==> src/rtl/usb_rx_deserializer_if.sv <==
// USB receive-path bundle: raw D+/D- lines in, decoded byte stream and packet status out.
interface usb_rx_deserializer_if;
  logic       d_plus_in;
  logic       d_minus_in;
  logic [7:0] rx_data;
  logic       rx_valid;
  logic       rx_eop;
  logic       rx_error;
  logic       rx_active;
  logic [1:0] state_dbg;

  // rx_valid, rx_eop and rx_error are single-cycle strobes with no back-pressure: the consumer
  // takes rx_data in the cycle rx_valid is high; rx_data then holds until the next byte completes.
  modport master (input  d_plus_in, d_minus_in,
                  output rx_data, rx_valid, rx_eop, rx_error, rx_active, state_dbg);
  modport slave  (output d_plus_in, d_minus_in,
                  input  rx_data, rx_valid, rx_eop, rx_error, rx_active, state_dbg);
endinterface

==> src/rtl/usb_rx_deserializer.sv <==
// USB full-speed receive deserializer: line synchronization, bit-phase recovery, NRZI decode,
// bit unstuffing and byte assembly, with EOP and error detection.
module usb_rx_deserializer #(
  parameter int BIT_CYCLES = 8,
  parameter int SAMPLE_PT  = 3
) (
  input logic                   tb_clk,
  input logic                   tb_n_rst,
  usb_rx_deserializer_if.master bus
);
  localparam int CW = (BIT_CYCLES > 1) ? $clog2(BIT_CYCLES) : 1;

  typedef enum logic [1:0] {
    IDLE     = 2'd0,
    RECEIVE  = 2'd1,
    EOP      = 2'd2,
    ERR_WAIT = 2'd3
  } state_t;

  state_t        state;
  logic          dp_meta, dp_sync, dm_meta, dm_sync;
  logic          dp_prev, dm_prev;
  logic [CW-1:0] phase_q;
  logic          nrzi_prev;
  logic [2:0]    ones_run;
  logic [2:0]    bit_cnt;
  logic [7:0]    shift_q;
  logic          seen_se0;
  logic [7:0]    rx_data_q;
  logic          rx_valid_q, rx_eop_q, rx_error_q, rx_active_q;

  logic          line_j, line_k, line_se0, prev_j, dp_edge, bit_tick, nrzi_bit;
  logic [CW-1:0] phase;

  always_comb begin
    line_j   = dp_sync & ~dm_sync;
    line_k   = ~dp_sync & dm_sync;
    line_se0 = ~(line_j | line_k);  // SE1 folds into SE0
    prev_j   = dp_prev & ~dm_prev;
    dp_edge  = dp_sync ^ dp_prev;
    // Phase reads 0 in the cycle the edge is seen, so sampling lands SAMPLE_PT cycles after it.
    phase    = dp_edge ? '0 : phase_q;
    bit_tick = (phase == CW'(SAMPLE_PT));
    nrzi_bit = (dp_sync == nrzi_prev);
  end

  always_ff @(posedge tb_clk or negedge tb_n_rst) begin
    if (!tb_n_rst) begin
      state       <= IDLE;
      dp_meta     <= 1'b1;
      dp_sync     <= 1'b1;
      dm_meta     <= 1'b0;
      dm_sync     <= 1'b0;
      dp_prev     <= 1'b1;
      dm_prev     <= 1'b0;
      phase_q     <= '0;
      nrzi_prev   <= 1'b1;
      ones_run    <= 3'd0;
      bit_cnt     <= 3'd0;
      shift_q     <= 8'h00;
      seen_se0    <= 1'b0;
      rx_data_q   <= 8'h00;
      rx_valid_q  <= 1'b0;
      rx_eop_q    <= 1'b0;
      rx_error_q  <= 1'b0;
      rx_active_q <= 1'b0;
    end else begin
      dp_meta    <= bus.d_plus_in;
      dp_sync    <= dp_meta;
      dm_meta    <= bus.d_minus_in;
      dm_sync    <= dm_meta;
      dp_prev    <= dp_sync;
      dm_prev    <= dm_sync;
      phase_q    <= (phase == CW'(BIT_CYCLES - 1)) ? '0 : phase + CW'(1);
      rx_valid_q <= 1'b0;
      rx_eop_q   <= 1'b0;
      rx_error_q <= 1'b0;

      case (state)
        IDLE: begin
          if (prev_j && line_k) begin
            state       <= RECEIVE;
            rx_active_q <= 1'b1;
            // Idle J is the NRZI reference for the first SYNC bit, so SYNC decodes as 0x80.
            nrzi_prev   <= 1'b1;
            ones_run    <= 3'd0;
            bit_cnt     <= 3'd0;
            shift_q     <= 8'h00;
          end
        end

        RECEIVE: begin
          if (bit_tick) begin
            if (line_se0) begin
              state <= EOP;
            end else begin
              nrzi_prev <= dp_sync;
              if (ones_run == 3'd6) begin
                ones_run <= 3'd0;
                if (nrzi_bit) begin
                  state      <= ERR_WAIT;
                  rx_error_q <= 1'b1;
                  seen_se0   <= 1'b0;
                  bit_cnt    <= 3'd0;
                  shift_q    <= 8'h00;
                end
              end else begin
                ones_run <= nrzi_bit ? ones_run + 3'd1 : 3'd0;
                shift_q  <= {nrzi_bit, shift_q[7:1]};
                if (bit_cnt == 3'd7) begin
                  rx_data_q  <= {nrzi_bit, shift_q[7:1]};
                  rx_valid_q <= 1'b1;
                  bit_cnt    <= 3'd0;
                end else begin
                  bit_cnt <= bit_cnt + 3'd1;
                end
              end
            end
          end
        end

        EOP: begin
          if (bit_tick) begin
            if (line_j) begin
              state       <= IDLE;
              rx_active_q <= 1'b0;
              rx_eop_q    <= (bit_cnt == 3'd0);
              rx_error_q  <= (bit_cnt != 3'd0);
              bit_cnt     <= 3'd0;
              shift_q     <= 8'h00;
              ones_run    <= 3'd0;
            end else if (line_k) begin
              state      <= ERR_WAIT;
              rx_error_q <= 1'b1;
              seen_se0   <= 1'b0;
            end
          end
        end

        ERR_WAIT: begin
          if (line_se0) begin
            seen_se0 <= 1'b1;
          end else if (line_j && seen_se0) begin
            state       <= IDLE;
            rx_active_q <= 1'b0;
            seen_se0    <= 1'b0;
            bit_cnt     <= 3'd0;
            shift_q     <= 8'h00;
            ones_run    <= 3'd0;
          end
        end

        default: state <= IDLE;
      endcase
    end
  end

  assign bus.rx_data   = rx_data_q;
  assign bus.rx_valid  = rx_valid_q;
  assign bus.rx_eop    = rx_eop_q;
  assign bus.rx_error  = rx_error_q;
  assign bus.rx_active = rx_active_q;
  assign bus.state_dbg = state;
endmodule

==> src/flat_wrapper.sv <==
// flat-port wrapper written by rule: the top's interface ports become plain ports
module usb_rx_deserializer_flat 
#(
  parameter int BIT_CYCLES = 8,
  parameter int SAMPLE_PT  = 3
)
  (tb_clk, tb_n_rst, bus_d_plus_in, bus_d_minus_in, bus_rx_data, bus_rx_valid, bus_rx_eop, bus_rx_error, bus_rx_active, bus_state_dbg);
  usb_rx_deserializer_if bus_i ();
  input logic tb_clk;
  input logic tb_n_rst;
  input wire logic [$bits(bus_i.d_plus_in)-1:0] bus_d_plus_in;
  input wire logic [$bits(bus_i.d_minus_in)-1:0] bus_d_minus_in;
  output wire logic [$bits(bus_i.rx_data)-1:0] bus_rx_data;
  output wire logic [$bits(bus_i.rx_valid)-1:0] bus_rx_valid;
  output wire logic [$bits(bus_i.rx_eop)-1:0] bus_rx_eop;
  output wire logic [$bits(bus_i.rx_error)-1:0] bus_rx_error;
  output wire logic [$bits(bus_i.rx_active)-1:0] bus_rx_active;
  output wire logic [$bits(bus_i.state_dbg)-1:0] bus_state_dbg;
  assign bus_i.d_plus_in = bus_d_plus_in;
  assign bus_i.d_minus_in = bus_d_minus_in;
  assign bus_rx_data = bus_i.rx_data;
  assign bus_rx_valid = bus_i.rx_valid;
  assign bus_rx_eop = bus_i.rx_eop;
  assign bus_rx_error = bus_i.rx_error;
  assign bus_rx_active = bus_i.rx_active;
  assign bus_state_dbg = bus_i.state_dbg;
  usb_rx_deserializer #(.BIT_CYCLES(BIT_CYCLES), .SAMPLE_PT(SAMPLE_PT)) u_core (.tb_clk(tb_clk), .tb_n_rst(tb_n_rst), .bus(bus_i));
endmodule
==> config.mk <==
export PLATFORM = sky130hd
export DESIGN_NAME = usb_rx_deserializer_flat
export DESIGN_NICKNAME = d
export VERILOG_FILES = /design/src/rtl/usb_rx_deserializer_if.sv /design/src/rtl/usb_rx_deserializer.sv /design/src/flat_wrapper.sv
export SDC_FILE = /design/constraint.sdc
export NUM_CORES = 1
export LEC_CHECK = 0
export CORE_AREA = 2 2 61 63
export CTS_BUF_LIST = sky130_fd_sc_hd__clkbuf_8 sky130_fd_sc_hd__clkbuf_16
export DETAILED_ROUTE_END_ITERATION = 16
export DIE_AREA = 0 0 63 65
export PLACE_DENSITY_LB_ADDON = 0.25
export SYNTH_ARGS = -nofsm -noshare
export SYNTH_HDL_FRONTEND = slang
export SYNTH_SLANG_ARGS = --single-unit
==> constraint.sdc <==
create_clock -name tb_clk -period 3.08 [get_ports tb_clk]
set_clock_uncertainty 0.05 [all_clocks]
set_input_delay 0.616 -clock tb_clk [delete_from_list [all_inputs] [get_ports tb_clk]]
set_output_delay 0.616 -clock tb_clk [all_outputs]
set_load 0.03 [all_outputs]
* After elaboration in Yosys (flattened, before gate mapping)
Index checks and enable logic that the tools add are counted.
** Cells by class
- Add/subtract/negate cells :: 3
- Eq/ne operators :: 24
- Mux-type cells :: 73
- Bitwise gates (word level) :: 9
- Reduce and logical (&&, ||, !) cells :: 15
** Operators by type and width (number)
- 8-bit 2-to-1 mux :: 9
- 3-bit 2-to-1 mux :: 16
- 8-bit case mux with 4 select lines :: 1
- 1-bit 2-to-1 mux :: 30
- 3-bit case mux with 4 select lines :: 2
- 2-bit 2-to-1 mux :: 10
- 2-bit by 1-bit != test with 1-bit output (second input constant) :: 10
- 8-bit AND reduction :: 2
- 3-bit by 1-bit adder with 3-bit output (second input constant) :: 3
- 3-bit equality test (second input constant) :: 3
- 9-bit AND reduction :: 1
- 3-bit nonzero test :: 3
- 2-bit case mux with 4 select lines :: 1
- 7-bit AND reduction :: 1
- 3-bit by 2-bit != test with 1-bit output (second input constant) :: 2
- 3-bit != test (second input constant) :: 2
- 1-bit case mux with 3 select lines :: 2
- 6-bit AND reduction :: 1
- 5-bit AND reduction :: 1
- 2-bit equality test (second input constant) :: 2
- 1-bit NOT :: 4
- 1-bit case mux with 2 select lines :: 2
- 4-bit AND reduction :: 1
- 1-bit AND :: 3
- 11 further kinds :: 12
** Storage, ports and cells
- Flip-flop bits (word level) :: 39
- Input bits :: 4
- Output and inout port bits :: 14
- Word-level logic and storage cells :: 142

* Depth between registers and ports, before layout
- Depth in word-level cells :: 6
- Gate-level depth with buffers :: 9
- Mapped depth without buffers :: 8

* Worst setup path before layout
OpenSTA, ideal clock, no wires.
- Path type :: reg2reg
- Start point :: register u_core.dp_sync
- End point :: register u_core.bit_cnt[0]
- Setup time :: 125 ps
- Arrival time :: 2491 ps
- Path slack :: 413 ps
- Cell stages (with the launch flop) :: 10
- Clock period less this slack :: 2667 ps
- Path through :: dfstp_2 > xnor2_1 > and2_1 > ha_1 > ha_1 > inv_2 > a222oi_1 > o311ai_1 > buf_4 > mux2i_1
** Between the ends
- Cells in the longest elaborated chain, start to end :: 5
** Ends and longest elaborated chain
- start: declaration :: RTL line usb_rx_deserializer.sv:21 : logic dp_meta, dp_sync, dm_meta, dm_sync;
- start signal: assignment :: RTL line usb_rx_deserializer.sv:69 : dp_sync <= dp_meta;
- 1-bit XOR / 1-bit NOT (equally long branches) :: RTL line usb_rx_deserializer.sv:40, usb_rx_deserializer.sv:37
- 3-bit 2-to-1 mux / 1-bit AND (equally long branches) :: RTL line usb_rx_deserializer.sv:42, usb_rx_deserializer.sv:37
- 3-bit by 2-bit equality test with 1-bit output (tied with other cells) :: RTL line usb_rx_deserializer.sv:43 : bit_tick = (phase == CW'(SAMPLE_PT));
- 2-bit by 1-bit != test with 1-bit output (no source line)
- 8-bit AND reduction (no source line) (*)
- end signal: assignment :: RTL line usb_rx_deserializer.sv:115 : bit_cnt <= bit_cnt + 3'd1;
- end: declaration :: RTL line usb_rx_deserializer.sv:26 : logic [2:0] bit_cnt;
Every way passes the cells marked *; elsewhere a longest branch is shown, timed or not.
A chain may end at the register's enable or synchronous reset.

* Worst setup path after layout
Ends and elaborated chain as after synthesis.

==> metrics.txt <==
setup violators final 0; sequential cell fraction of total power 0.377; vias in the first global route ~1300; maximum fanout along the worst path 10; Routed Antenna Nets 0; Pwr Total 0.00177 W; Reg-to-Reg End u_core.bit_cnt[0]; largest net degree at the start of global routing 39; Synth Instances 162; CP required 3.17 ns; R2R Setup Slk 0.37 ns; first-iteration detailed-routing DRC count 65; Syn Area/Cell 11.3 um^2; post-layout util 0.618; Crit Path Class flip-flop to flip-flop; clk slew on worst S/H paths 0.07 ns; crit start category flip-flop; initial antenna violation count 0; # Post-CTS Setup Buffers 0; worst flop-to-flop path startpoint u_core.dp_sync; met2 usage 0.316; Port Buffer Count 17; syn nets 180; Leakage about 1.0 nW; clock network latency to the later pin of the worst-skew pair 0.30 ns; Clock Sinks 38; Worst Tran Pin Value 1.11 ns; first-pass GRT wire length ~6000 um; DRC Markers 0; Hold Fails Final Rpt 0; power per cell area 818 nW/um^2; TritonRoute pass-1 iters 4; Initial Util 0.525; final wirelength between 3000 and 4000 um; RSZ-0062 raised after global routing false; Yosys warnings 0; peak supply drop between 0.3 and 0.4 mV; busiest grt layer met2; Die Ht roughly 65 um; Yosys reg bits 38; number of buffers created by CTS 5; CTS tree yes; Vias/cell 5.33; Root Buffer clkbuf_8; Inserted Diodes 0; Max-cap violations 0; Synth cell types 41; Worst Hold Depth 0; worst hold start u_core.dm_meta; Seq/Total Area, Yosys 0.521; fin crit period about 2.7 ns; die width 63 um; Final #Nets 203; Clock Path Buffers 2; boundary pin count 18; largest cells by area after synthesis dfrtp_1 46%, ha_1 9.5%, dfstp_2 5.7%; type of the most critical hold path flip-flop to flip-flop; slowest CP cell dfstp_2; Comb pwr share 0.422; status finished clean; EDFF count, synth 0; hold path endpoint u_core.dm_sync; Max Freq 369 MHz; Primary FF master, synth dfrtp_1; met1 usage 0.231; Clock power frac 0.201; row cnt 22; CTS Hold Bufs 0; R2R depth 8; Largest stage delay, worst path approximately 0.6 ns; number of gates resized after CTS 0; post-synthesis async set-or-reset flop share 1.00; commonest non-fill, non-tap cell in the layout dfrtp_1; worst rel slew slack 0.260; TNS Setup 0 ns; GRT overflow 0; largest area contributor in the netlist dfrtp_1; critical-path cell list xnor2_1 -> and2_1 -> ha_1 -> ha_1 -> nor2b_2 -> o22a_1 -> o311ai_2 -> mux2i_1; commonest cells after routing, fill and taps aside 34 x dfrtp_1, 18 x nand2_1, 16 x clkdlybuf4s50_1; Synth top area share 0.464; Area Growth Syn to Fin 17.8%; Worst EP arrival 2.80 ns; Total GRT Usage 0.193; die area 4100 um^2; switch share 0.383; Post-DP HPWL between 2000 and 2500 um; routability cong. around 0.82; core area between 3000 and 4000 um^2; H-Tree Depth 2; grt met3 use 0.0486; Tcrit/Tclk final 0.880; Syn Std Cell Area ~1800 um^2; Worst Setup End Kind flip-flop; P_int 0.00109 W; routed vias 1247; fin. max-slew vios 0; layout cell share with drive strength beyond 1 0.124; Switching Power 0.000677 W; CP most frequent cell ha_1; routed len/inst 14.2 um
## registers in the layout (all words and copies together), names as in the netlist
signal / flops
u_core.bit_cnt: 3
u_core.bus.rx_active: 1
u_core.bus.rx_data: 8
u_core.bus.rx_eop: 1
u_core.bus.rx_error: 1
u_core.bus.rx_valid: 1
u_core.bus.state_dbg: 2
u_core.dm_meta: 1
u_core.dm_prev: 1
u_core.dm_sync: 1
u_core.dp_meta: 1
u_core.dp_prev: 1
u_core.dp_sync: 1
u_core.nrzi_prev: 1
u_core.ones_run: 3
u_core.phase_q: 3
u_core.seen_se0: 1
u_core.shift_q: 7
## layout make-up
type	count	area, um^2
Clock buffer	6	82.6
Clock inverter	2	12.5
Fill cell	282	1340
Inverter	18	67.6
Multi-Input combinational cell	103	802
Sequential cell	38	956
Tap cell	48	60.1
Timing Repair Buffer	19	180
## logic make-up after synthesis
logic type      Yosys count  share of synthesized area
mux                      18                      0.104
xor+xnor                  3                     0.0143
fa+ha+maj                14                     0.0955
simple gates             42                      0.117
buf+inv                  21                     0.0457
flops                    38                      0.521
compound gates           26                      0.102
## routing by layer
metal / part of all wire / wire length, um / vias up
li1: - / - / 598
met1: 0.44 / 1460 / 621
met2: 0.50 / 1670 / 19
met3: 0.034 / 114 / 9
met4: 0.025 / 84 / 0
met5: 0 / 0 / -
## Yosys cell counts, types with 2 or more instances
cell type	count
a21oi_1	7
inv_2	3
nand4_1	3
dfrtp_1	34
nand3b_1	2
o2bb2ai_1	3
inv_1	15
mux2i_1	9
nand2b_1	2
mux2_1	9
nand2_1	18
o311ai_1	2
xnor2_1	2
o211ai_1	2
dfstp_2	4
or2_2	2
ha_1	14
nor2_1	7
and2_1	2
## critical path, delay by kind of cell (launching register included)
| family | cells | cell delay (ns) |
|---|---|---|
| AO/OA/AOI/OAI | 2 | 0.66 |
| XOR/XNOR | 1 | 0.17 |
| AND/OR/NAND/NOR | 2 | 0.48 |
| adder cells (fa/ha/maj) | 2 | 0.37 |
| flip-flops | 1 | 0.60 |
| multiplexers | 1 | 0.22 |
## metrics by stage
stage               std cells  hold slack, ns  setup WS, ns  instance area, um^2
floorplan                 162           0.270         0.413                 1830
global route              234           0.322         0.194                 2160
CTS                       234           0.302         0.363                 2160
detailed placement        226           0.285         0.374                 2070
finish                    234           0.300         0.370                 2160
global placement          226           0.284         0.476                 2070
## how the worst max path moves through the flow
stage,from,endpoint,slack [ns],cells past startpoint
floorplan,u_core.dp_sync,u_core.bit_cnt[0],0.41,9
global placement,u_core.dp_sync,u_core.shift_q[1],0.48,8
detailed placement,u_core.dp_sync,u_core.shift_q[4],0.37,8
CTS,u_core.dp_sync,u_core.bit_cnt[0],0.36,8
global route,u_core.dp_sync,u_core.bit_cnt[0],0.19,8
finish,u_core.dp_sync,u_core.bit_cnt[0],0.37,8
## power groups by stage
stage | Sequential [W] | Combinational, W | Clock, W
after floorplan | 0.000692 | 0.000508 | 0
after global placement | 0.000667 | 0.000710 | 0
after detailed placement | 0.000673 | 0.000743 | 0
after CTS | 0.000666 | 0.000746 | 0.000366
after global routing | 0.000681 | 0.000826 | 0.000390
final | 0.000666 | 0.000745 | 0.000355
(Power assumes the default switching activity.)
